===== config.mk =====
export PLATFORM = sky130hd
export DESIGN_NAME = pipelined_add_sub
export DESIGN_NICKNAME = d
export VERILOG_FILES = /design/src/rtl/pipelined_add_sub.sv
export SDC_FILE = /design/constraint.sdc
export NUM_CORES = 1
export LEC_CHECK = 0
export ABC_AREA = 1
export CAP_MARGIN = 30
export CORE_ASPECT_RATIO = 2
export CORE_MARGIN = 3
export CORE_UTILIZATION = 57
export CTS_BUF_LIST = sky130_fd_sc_hd__clkbuf_8
export DETAILED_ROUTE_END_ITERATION = 7
export GPL_ROUTABILITY_DRIVEN = 0
export GPL_TIMING_DRIVEN = 0
export HOLD_SLACK_MARGIN = 0.12
export PLACE_DENSITY = 0.82
export RECOVER_POWER = 25
export REMOVE_ABC_BUFFERS = 1
export SYNTH_ARGS = -nofsm -noshare
export SYNTH_HDL_FRONTEND = slang
export SYNTH_SLANG_ARGS = --single-unit

===== constraint.sdc =====
create_clock -name clk -period 4.6 [get_ports clk]
set_clock_uncertainty 0.2 [all_clocks]
set_input_delay 1.15 -clock clk [delete_from_list [all_inputs] [get_ports clk]]
set_output_delay 1.15 -clock clk [all_outputs]
set_load 0.05 [all_outputs]

===== src/rtl/pipelined_add_sub.sv =====
// Pipelined WIDTH-bit adder/subtractor: the carry chain is cut into STAGES chunks with valid/ready flow control.
// Define PIPELINED_ADD_SUB_SAT_EN to make the final stage saturate sum on signed overflow.

module pipelined_add_sub_chunk #(
    parameter int C = 4
) (
    input  logic [C-1:0] a_i,
    input  logic [C-1:0] b_i,
    input  logic         c_i,
    output logic [C-1:0] s_o,
    output logic         c_o
);
    assign {c_o, s_o} = {1'b0, a_i} + {1'b0, b_i} + {{C{1'b0}}, c_i};
endmodule

module pipelined_add_sub #(
    parameter int WIDTH  = 16,
    parameter int STAGES = 4
) (
    input  logic             clk,
    input  logic             rst,
    input  logic             in_valid,
    output logic             in_ready,
    input  logic [WIDTH-1:0] a,
    input  logic [WIDTH-1:0] b,
    input  logic             sub,
    output logic             out_valid,
    input  logic             out_ready,
    output logic [WIDTH-1:0] sum,
    output logic             carry_out,
    output logic             overflow
);
    localparam int C = WIDTH / STAGES;

    // a/b carry the not-yet-consumed operand chunks, s the already-resolved result chunks.
    typedef struct packed {
        logic [WIDTH-1:0] a;
        logic [WIDTH-1:0] b;
        logic [WIDTH-1:0] s;
        logic             c;
    } stage_t;

    logic [STAGES-1:0] vld_pipe_q;
    logic [WIDTH-1:0]  sum_q;
    logic              cout_q;
    logic              ovf_q;
    logic              stall;

    assign out_valid = vld_pipe_q[STAGES-1];
    assign stall     = out_valid & ~out_ready;
    assign in_ready  = ~stall;
    assign sum       = sum_q;
    assign carry_out = cout_q;
    assign overflow  = ovf_q;

    always_ff @(posedge clk or posedge rst) begin
        if (rst) begin
            vld_pipe_q <= '0;
        end else if (!stall) begin
            vld_pipe_q[0] <= in_valid;
            for (int i = 1; i < STAGES; i++) vld_pipe_q[i] <= vld_pipe_q[i-1];
        end
    end

    for (genvar k = 0; k < STAGES; k++) begin : g_stage
        stage_t       in_w;
        stage_t       raw_w;
        logic [C-1:0] s_chunk;
        logic         c_chunk;

        if (k == 0) begin : g_head
            assign in_w = {a, (sub ? ~b : b), {WIDTH{1'b0}}, sub};
        end else begin : g_body
            assign in_w = g_stage[k-1].g_mid.st_q;
        end

        pipelined_add_sub_chunk #(.C(C)) u_chunk (
            .a_i (in_w.a[k*C +: C]),
            .b_i (in_w.b[k*C +: C]),
            .c_i (in_w.c),
            .s_o (s_chunk),
            .c_o (c_chunk)
        );

        always_comb begin
            raw_w               = in_w;
            raw_w.s[k*C +: C]   = s_chunk;
            raw_w.c             = c_chunk;
        end

        if (k == STAGES - 1) begin : g_tail
            logic             cmsb;
            logic             ovf_d;
            logic [WIDTH-1:0] sum_d;
            logic             unused_ops;

            // Carry into the MSB recovered from the MSB sum bit and its operand bits.
            assign cmsb       = raw_w.a[WIDTH-1] ^ raw_w.b[WIDTH-1] ^ raw_w.s[WIDTH-1];
            assign ovf_d      = cmsb ^ raw_w.c;
            assign unused_ops = ^{raw_w.a, raw_w.b};

            always_comb begin
                sum_d = raw_w.s;
`ifdef PIPELINED_ADD_SUB_SAT_EN
                if (ovf_d)
                    sum_d = raw_w.a[WIDTH-1] ? {1'b1, {(WIDTH-1){1'b0}}}
                                             : {1'b0, {(WIDTH-1){1'b1}}};
`endif
            end

            always_ff @(posedge clk or posedge rst) begin
                if (rst) begin
                    sum_q  <= '0;
                    cout_q <= 1'b0;
                    ovf_q  <= 1'b0;
                end else if (!stall) begin
                    sum_q  <= sum_d;
                    cout_q <= raw_w.c;
                    ovf_q  <= ovf_d;
                end
            end
        end else begin : g_mid
            stage_t st_q;

            always_ff @(posedge clk or posedge rst) begin
                if (rst)         st_q <= '0;
                else if (!stall) st_q <= raw_w;
            end
        end
    end
endmodule


Yosys cells after proc, flatten, opt, wreduce, memory -nomap -nowiden
Cells that the tools add are included.
- $add $sub $neg: 8
- muxes and demuxes: 1
- bitwise logic cells: 7
- operator list (operator ; count):
    adder 4 x 4 -> 5 bit ; 4
    adder 5 x 1 -> 5 bit ; 4
    2-to-1 mux 16 bit ; 1
    inverter 16 bit ; 1
    bitwise XOR 1 bit ; 3
    inverter 1 bit ; 2
    AND 1 bit ; 1
- bits in registers: 145
- output and inout port bits: 20

Longest topological paths before layout
Gate-level depths: netlist of run 1.
- depth in word-level cells: 4
- gate-level depth with buffers: 11
- gate-level depth less buffers: 9

Modules after synthesis
Synthesis of run 1 repeated with hierarchy kept, for this count alone.
- cells, all modules: 503
- area, all modules: 4434.3 um^2
- modules (own cells, without submodules) (module ; times used ; cells each ; area each (um^2) ; seq. area each (um^2)):
    pipelined_add_sub ; 1 ; 411 ; 3803.6 ; 2427.3
    pipelined_add_sub_chunk (g_stage[2].u_chunk ...) ; 2 ; 25 ; 165.2 ; 0.0
    pipelined_add_sub_chunk (g_stage[0].u_chunk ...) ; 2 ; 21 ; 150.1 ; 0.0

Least setup slack after synthesis of run 1
No wires, ideal clock.
- path kind: input to output
- start: input out_ready
- end: output in_ready
- arrival time: 1.994 ns
- data required time: 3.250 ns
- slack: 1.256 ns
- cell stages on the path: 3
- path buffers: 2
- cell sequence: or2_1 -> buf_6 -> clkbuf_1
- longest elaborated chain between the ends: 3
- ends and longest elaborated chain (element ; RTL line ; text):
    from (decl) ; 28 ; input logic out_ready,
    inverter 1 bit ; 50 ; assign stall = out_valid & ~out_ready;
    AND 1 bit ; 50 ;
    inverter 1 bit ; 51 ; assign in_ready = ~stall;
    to (decl) ; 23 ; output logic in_ready,
No other way between the ends.

Final worst setup path of run 1
Ends and elaborated chain as after synthesis.

==> key figures, run 1 <==
Global route
  – Total track usage: a little over a fifth
  – GRT overflow: 0
  – Largest net degree at the start of global routing: 106
  – Number of global-route vias before repair: between 3000 and 4000
  – Antenna violations before repair: 0
  – First-pass GRT wire length: around 14000 µm

Critical path
  – Startpoint types: input port
  – CP Capture Type: primary output
  – Worst EP arrival: between 3 and 4 ns
  – Critical path type: input port to primary output
  – Worst Path Max Fanout: between 40 and 50
  – CP required: between 3 and 4 ns

Pwr
  – Pwr Density: 675 nW/µm²
  – VDD IR max: ~0.00037 V
  – Post-layout power: approximately 3.4 mW
  – Leak: 2.50 nW

Cells and area
  – Area delta synth->final: 16.8%
  – Antenna Cells: 0
  – Share of layout cells above drive strength 1: 3.85%
  – Finished Layout Cells: a little over 600
  – Fillers: 581
  – Final Util: between 60% and 70%
  – # nets final: 570

STA
  – Worst-margin pin slew: roughly 1.7 ns
  – Setup Viol. Count Final: 0
  – Setup TNS: 0 ns
  – Final WS setup: between 0.15 and 0.2 ns
  – Period Utilization, post-route: 96.7%
  – Slew Viols, Final: 40
  – Hold Violations, Final: 0
  – Slew HR: -10.7%
  – Final min period: about 4.4 ns
  – RSZ-0062 raised after global routing: false
  – Max Fclk: around 220 MHz

Synthesis
  – Synth Area in XOR/XNOR: under 10%
  – Post-synthesis sequential area ratio: between 50% and 60%
  – Async SR Flop Fraction: 100%
  – Cells after Synth: roughly 470
  – EDFF count, synth: 0
  – Syn avg cell area: 9.20 µm²
  – Yosys cell types: 20
  – Synth top area share: roughly 56%
  – Largest family of logic cells by synthesized area: simple AND/OR/NAND/NOR gates
  – Multiplexer share of the synthesized area: 0%
  – Simple logic cell fraction of the synthesized area: a little under a fifth
  – Post-synth top area cell: dfrtp_1
  – Post-Syn Area: about 4300 µm²
  – Synth Register Bits: 97
  – Synth area leaders: dfrtp_1 (56%), nand2_1 (16%), o21ai_0 (5.5%), ha_1 (3.5%), fa_1 (3.3%)
  – Synthesis Warnings: 0
  – Top-count cell post-synth: nand2_1
  – Prevailing post-synth register cell: dfrtp_1
  – Adder-Cell Fraction of Synth Area: between 6 and 7%
  – Synth Area in Compound Gates: 7.73%
  – Synth cell count leaders: nand2_1 (187), dfrtp_1 (97), o21ai_0 (47), inv_1 (36)

Detailed routing
  – Via Count: 3113
  – 1st-pass router iterations: 4
  – DRC viols: 0
  – Antenna Nets Post-Route: 0
  – Post-Route WL: 7940 µm
  – DR iter-0 viols: approximately 280
  – DR WL/cell: roughly 13 µm
  – Via density: 5.09

Clock tree
  – Max H-tree Level: 3
  – Clock sinks: between 90 and 100
  – Root Buffer: clkbuf_8
  – CTS tree: yes
  – Clock transition at path regs: around 0.08 ns
  – Worst-Skew Late Latency: roughly 0.36 ns
  – Hold_buf cts: 0
  – Clk buf depth: 2
  – Cts repair resizes: 0
  – TritonCTS buffer count: 9
  – Post-CTS Setup Bufs: 0

Placed design
  – # port buffers: 56
  – Post-Place Setup Slack: -0.0700 ns
  – Post-DP HPWL: a little under 5000 µm
  – Placed Cells: roughly 590

Run
  – MaxCap Viol Count: 1

Floorplanning
  – Core area: 7320 µm²
  – DIE HEIGHT: around 130 µm
  – Starting density of the core: between 50% and 60%
  – Die Span X: 67.5 µm
  – Ports: 57
  – # rows: 44
  – Area of the die: 8700 µm²

Run status
  – Failing checks: capacitance limit, slew limit
  – Status: complete, but fails checks

Min path
  – Hold Crit Class: register to register
-- metrics by stage --
step	hold slack, ns	instance area (µm²)
finish	0.250	5030
global route	0.287	5030
CTS	0.254	5060
detailed placement	0.234	4860
global placement	0.234	4820
floorplan	0.220	4150
-- critical path, stage by stage --
cell	delay (ns)
clkdlybuf4s50_1	0.53
or2_4	0.48
clkdlybuf4s50_1	0.91
-- flip-flops by register name, summed over array words and instances (netlist names) --
signal / count
vld_pipe_q: 4
overflow: 1
g_stage.g_mid.st_q: 75
sum: 16
carry_out: 1
-- cells in the final DEF (no fill, tap or decap) --
cell type and count:
a21oi_1 7, clkbuf_2 1, clkbuf_8 13, clkdlybuf4s50_1 55
clkinv_2 2, clkinv_4 1, clkinvlp_2 1, dfrtp_1 97
dlygate4sd3_1 1, fa_1 7, ha_1 12, inv_1 36
nand2_1 187, nand3_1 12, nand3b_1 1, nor2_1 8
o21ai_0 47, o21ai_1 11, o31ai_1 1, or2_2 1
or2_4 1, xnor2_1 8, xor2_1 9
-- layout make-up --
type                    count  area (µm²)  share of cell area (%)
clock inverters             3        13.8                   0.273
inverters                  37         145                    2.88
clock buffers              13         179                    3.56
flip-flops and latches     97        2430                    48.2
well taps                  92         115                    2.29
multi-input cells         312        1590                    31.5
repair buffers             57         566                    11.2
-- per-layer routing --
layer  track usage [%]  routed length (µm)  vias to the layer above
li1                  -                   -                     1543
met1              23.3                3250                     1505
met2              37.0                4270                       53
met3              4.02                 218                       12
met4              9.21                 203                        0
met5                 0                   0                        -
-- worst paths after layout --
kind                                                        endpoint  depth (start not counted)  slack [ns]                 startpoint
worst max register to register             vld_pipe_q[1]$_DFFE_PP0N_                          4        2.22  vld_pipe_q[3]$_DFFE_PP0N_
worst max-delay path                                        in_ready                          3        0.15                  out_ready
worst min register to register             vld_pipe_q[3]$_DFFE_PP0N_                          2        0.25  vld_pipe_q[2]$_DFFE_PP0N_
worst min-delay path                       vld_pipe_q[3]$_DFFE_PP0N_                          2        0.25  vld_pipe_q[2]$_DFFE_PP0N_
max in group asynchronous                  vld_pipe_q[3]$_DFFE_PP0N_                          3        0.78                        rst
min in group asynchronous       g_stage[0].g_mid.st_q[0]$_DFFE_PP0N_                          2        1.43                        rst
-- report_power, final --
| part | internal, mW | switching, mW |
|---|---|---|
| Clock | 0.252 | 0.277 |
| Combinational | 0.519 | 0.916 |
| Sequential | 1.23 | 0.205 |
-- logic make-up (layout without fill, tap and decap cells) --
family                     after synthesis  after routing
DFF                                     97             97
buffers and inverters                   60            110
and+or+nand+nor                        209            210
AOI/OAI and AO/OA                       66             66
xor gates and xnor gates                17             17
adders and majority gates               19             19
(Power assumes the default switching activity.)
==> run 2, diff against run 1 <==
--- a/config.mk
+++ b/config.mk
@@ -9,13 +9,13 @@
 export CAP_MARGIN = 30
 export CORE_ASPECT_RATIO = 2
 export CORE_MARGIN = 3
-export CORE_UTILIZATION = 57
+export CORE_UTILIZATION = 61
 export CTS_BUF_LIST = sky130_fd_sc_hd__clkbuf_8
 export DETAILED_ROUTE_END_ITERATION = 7
 export GPL_ROUTABILITY_DRIVEN = 0
 export GPL_TIMING_DRIVEN = 0
 export HOLD_SLACK_MARGIN = 0.12
-export PLACE_DENSITY = 0.82
+export PLACE_DENSITY = 0.87
 export RECOVER_POWER = 25
 export REMOVE_ABC_BUFFERS = 1
 export SYNTH_ARGS = -nofsm -noshare
==> constraint.sdc (replaced) <==
create_clock -name clk -period 5.5 [get_ports clk]
set_clock_uncertainty 0.2 [all_clocks]
set_input_delay 1.375 -clock clk [delete_from_list [all_inputs] [get_ports clk]]
set_output_delay 1.375 -clock clk [all_outputs]
set_load 0.05 [all_outputs]
==> key figures, run 2 (synthesized netlist as in run 1, its figures left out) <==
Global route
  – Total track usage: 21.2% (was 20.8%)
  – Antenna violations before repair: 0 (unchanged)
  – First-pass GRT wire length: 13400 µm (was 13700 µm)
  – Largest net degree at the start of global routing: 106 (unchanged)
  – GRT overflow: 0 (unchanged)
  – Number of global-route vias before repair: 3208 (was 3155)

Clock tree
  – CTS tree: yes (unchanged)
  – Clk buf depth: 2 (unchanged)
  – TritonCTS buffer count: 9 (unchanged)
  – Root Buffer: clkbuf_8 (unchanged)
  – Clock sinks: 97 (unchanged)
  – Post-CTS Setup Bufs: 0 (unchanged)
  – Cts repair resizes: 0 (unchanged)
  – Clock transition at path regs: 0.08 ns (about the same)
  – Worst-Skew Late Latency: 0.36 ns (about the same)
  – Max H-tree Level: 3 (unchanged)
  – Hold_buf cts: 0 (unchanged)

Critical path
  – Startpoint types: input port (unchanged)
  – RR Startpoint: vld_pipe_q[3]$_DFFE_PP0N_ (unchanged)
  – Critical path type: input port to primary output (unchanged)
  – CP Capture Type: primary output (unchanged)
  – Worst EP arrival: 3.56 ns (was 3.10 ns)
  – RR Endpoint: g_stage[1].g_mid.st_q[43]$_DFFE_PP0N_ (was vld_pipe_q[1]$_DFFE_PP0N_)
  – CP required: 3.92 ns (was 3.25 ns)
  – Worst reg2reg path depth: 4 (unchanged)
  – R2r setup slk: 2.80 ns (was 2.22 ns)
  – Worst Path Max Fanout: 90 (was 45)

Detailed routing
  – Via Count: 3118 (was 3113)
  – Post-Route WL: 7810 µm (was 7940 µm)
  – Antenna Nets Post-Route: 0 (unchanged)
  – DRC viols: 0 (unchanged)
  – Via density: 5.15 (was 5.09)
  – DR iter-0 viols: 202 (was 277)
  – DR WL/cell: 12.9 µm (was 13.0 µm)
  – 1st-pass router iterations: 4 (unchanged)

Cells and area
  – Antenna Cells: 0 (unchanged)
  – Fillers: 531 (was 581)
  – Max FFs per register: 75 (unchanged)
  – Final Util: 74.2% (was 68.7%)
  – Most frequent cells in the layout: nand2_1 (187), dfrtp_1 (97), clkdlybuf4s50_1 (55) (unchanged)
  – Area delta synth->final: 15.8% (was 16.8%)
  – # nets final: 569 (was 570)
  – Largest reg by FF count: g_stage.g_mid.st_q (unchanged)
  – Most common cell after layout, fill and taps aside: nand2_1 (unchanged)
  – Share of layout cells above drive strength 1: 3.48% (was 3.85%)
  – Finished Layout Cells: 605 (was 611)

Min path
  – Hold Crit Class: register to register (unchanged)
  – Hold worst-path end: sum[12]$_DFFE_PP0N_ (was vld_pipe_q[3]$_DFFE_PP0N_)
  – Worst Hold Depth: 2 (unchanged)
  – Hold path start: sum[12]$_DFFE_PP0N_ (was vld_pipe_q[2]$_DFFE_PP0N_)

Floorplanning
  – Die Span X: 65.4 µm (was 67.5 µm)
  – DIE HEIGHT: 125 µm (was 129 µm)
  – Starting density of the core: 64.0% (was 58.8%)
  – Ports: 57 (unchanged)
  – Area of the die: 8170 µm² (was 8700 µm²)
  – Core area: 6730 µm² (was 7320 µm²)
  – # rows: 42 (was 44)

Placed design
  – Post-DP HPWL: 5270 µm (was 4970 µm)
  – # port buffers: 56 (unchanged)
  – Placed Cells: 590 (was 594)

STA
  – RSZ-0062 raised after global routing: false (unchanged)
  – Hold Violations, Final: 0 (unchanged)
  – Final min period: 5.13 ns
  – Slew Viols, Final: 45 (was 40)
  – Worst-margin pin slew: 1.84 ns (was 1.65 ns)
  – Setup TNS: 0 ns (unchanged)
  – Slew HR: -23.4% (was -10.7%)
  – Period Utilization, post-route: around 93%
  – Max Fclk: approximately 190 MHz
  – Setup Viol. Count Final: 0 (unchanged)

Pwr
  – Leak: 2.49 nW (was 2.50 nW)
  – VDD IR max: 0.000300 V (was 0.000372 V)
  – Pwr Density: 562 nW/µm² (was 675 nW/µm²)

Run
  – MaxCap Viol Count: 1 (unchanged)

Run status
  – Failing checks: capacitance limit, slew limit (unchanged)
  – Status: complete, but fails checks (unchanged)
run 2: worst max-delay path: stages:
cell	delay, ns
clkdlybuf4s50_1	0.46
or2_4	0.70
clkdlybuf4s50_1	0.96
run 2: area by class of cell:
class                           instances  area (µm²)  area share (%)
Inverter                               37         145            2.91
Multi-Input combinational cell        311        1580            31.7
Clock buffer                           10         138            2.76
Timing Repair Buffer                   57         566            11.3
Clock inverter                          5        23.8           0.476
Sequential cell                        97        2430            48.6
Tap cell                               88         110            2.21
run 2: how the worst max path moves through the flow:
stage | depth (start not counted) | slack [ns] | to | startpoint
global route | 3 | 0.29 | in_ready | out_ready
detailed placement | 3 | 0.40 | in_ready | out_ready
floorplan | 3 | 0.60 | g_stage[0].g_mid.st_q[3]$_DFFE_PP0N_ | out_ready
CTS | 3 | 0.39 | in_ready | out_ready
finish | 3 | 0.37 | in_ready | out_ready
global placement | 3 | -1.08 | in_ready | out_ready
run 2: metrics by stage:
| step | cell area (µm²) | worst slack, ns | power, mW | hold slack, ns |
|---|---|---|---|---|
| after floorplan | 4150 | 0.603 | 2.04 | 0.220 |
| after global placement | 4820 | -1.08 | 2.35 | 0.231 |
| after detailed placement | 4850 | 0.396 | 2.43 | 0.248 |
| after CTS | 5010 | 0.389 | 2.83 | 0.279 |
| after global routing | 4990 | 0.287 | 3.02 | 0.296 |
| final | 4990 | 0.366 | 2.80 | 0.274 |
run 2: layer usage:
layer | wire length, µm | GRT usage [%]
met1 | 3010 | 23.1
met2 | 4370 | 38.4
met3 | 243 | 3.61
met4 | 182 | 9.78
met5 | 0 | 0
run 2: power breakdown:
part / leakage [nW] / switching (mW) / total [mW] / internal, mW
combinational: 1.22 / 0.778 / 1.21 / 0.436
clock: 0.0929 / 0.225 / 0.394 / 0.170
sequential: 1.17 / 0.168 / 1.20 / 1.03
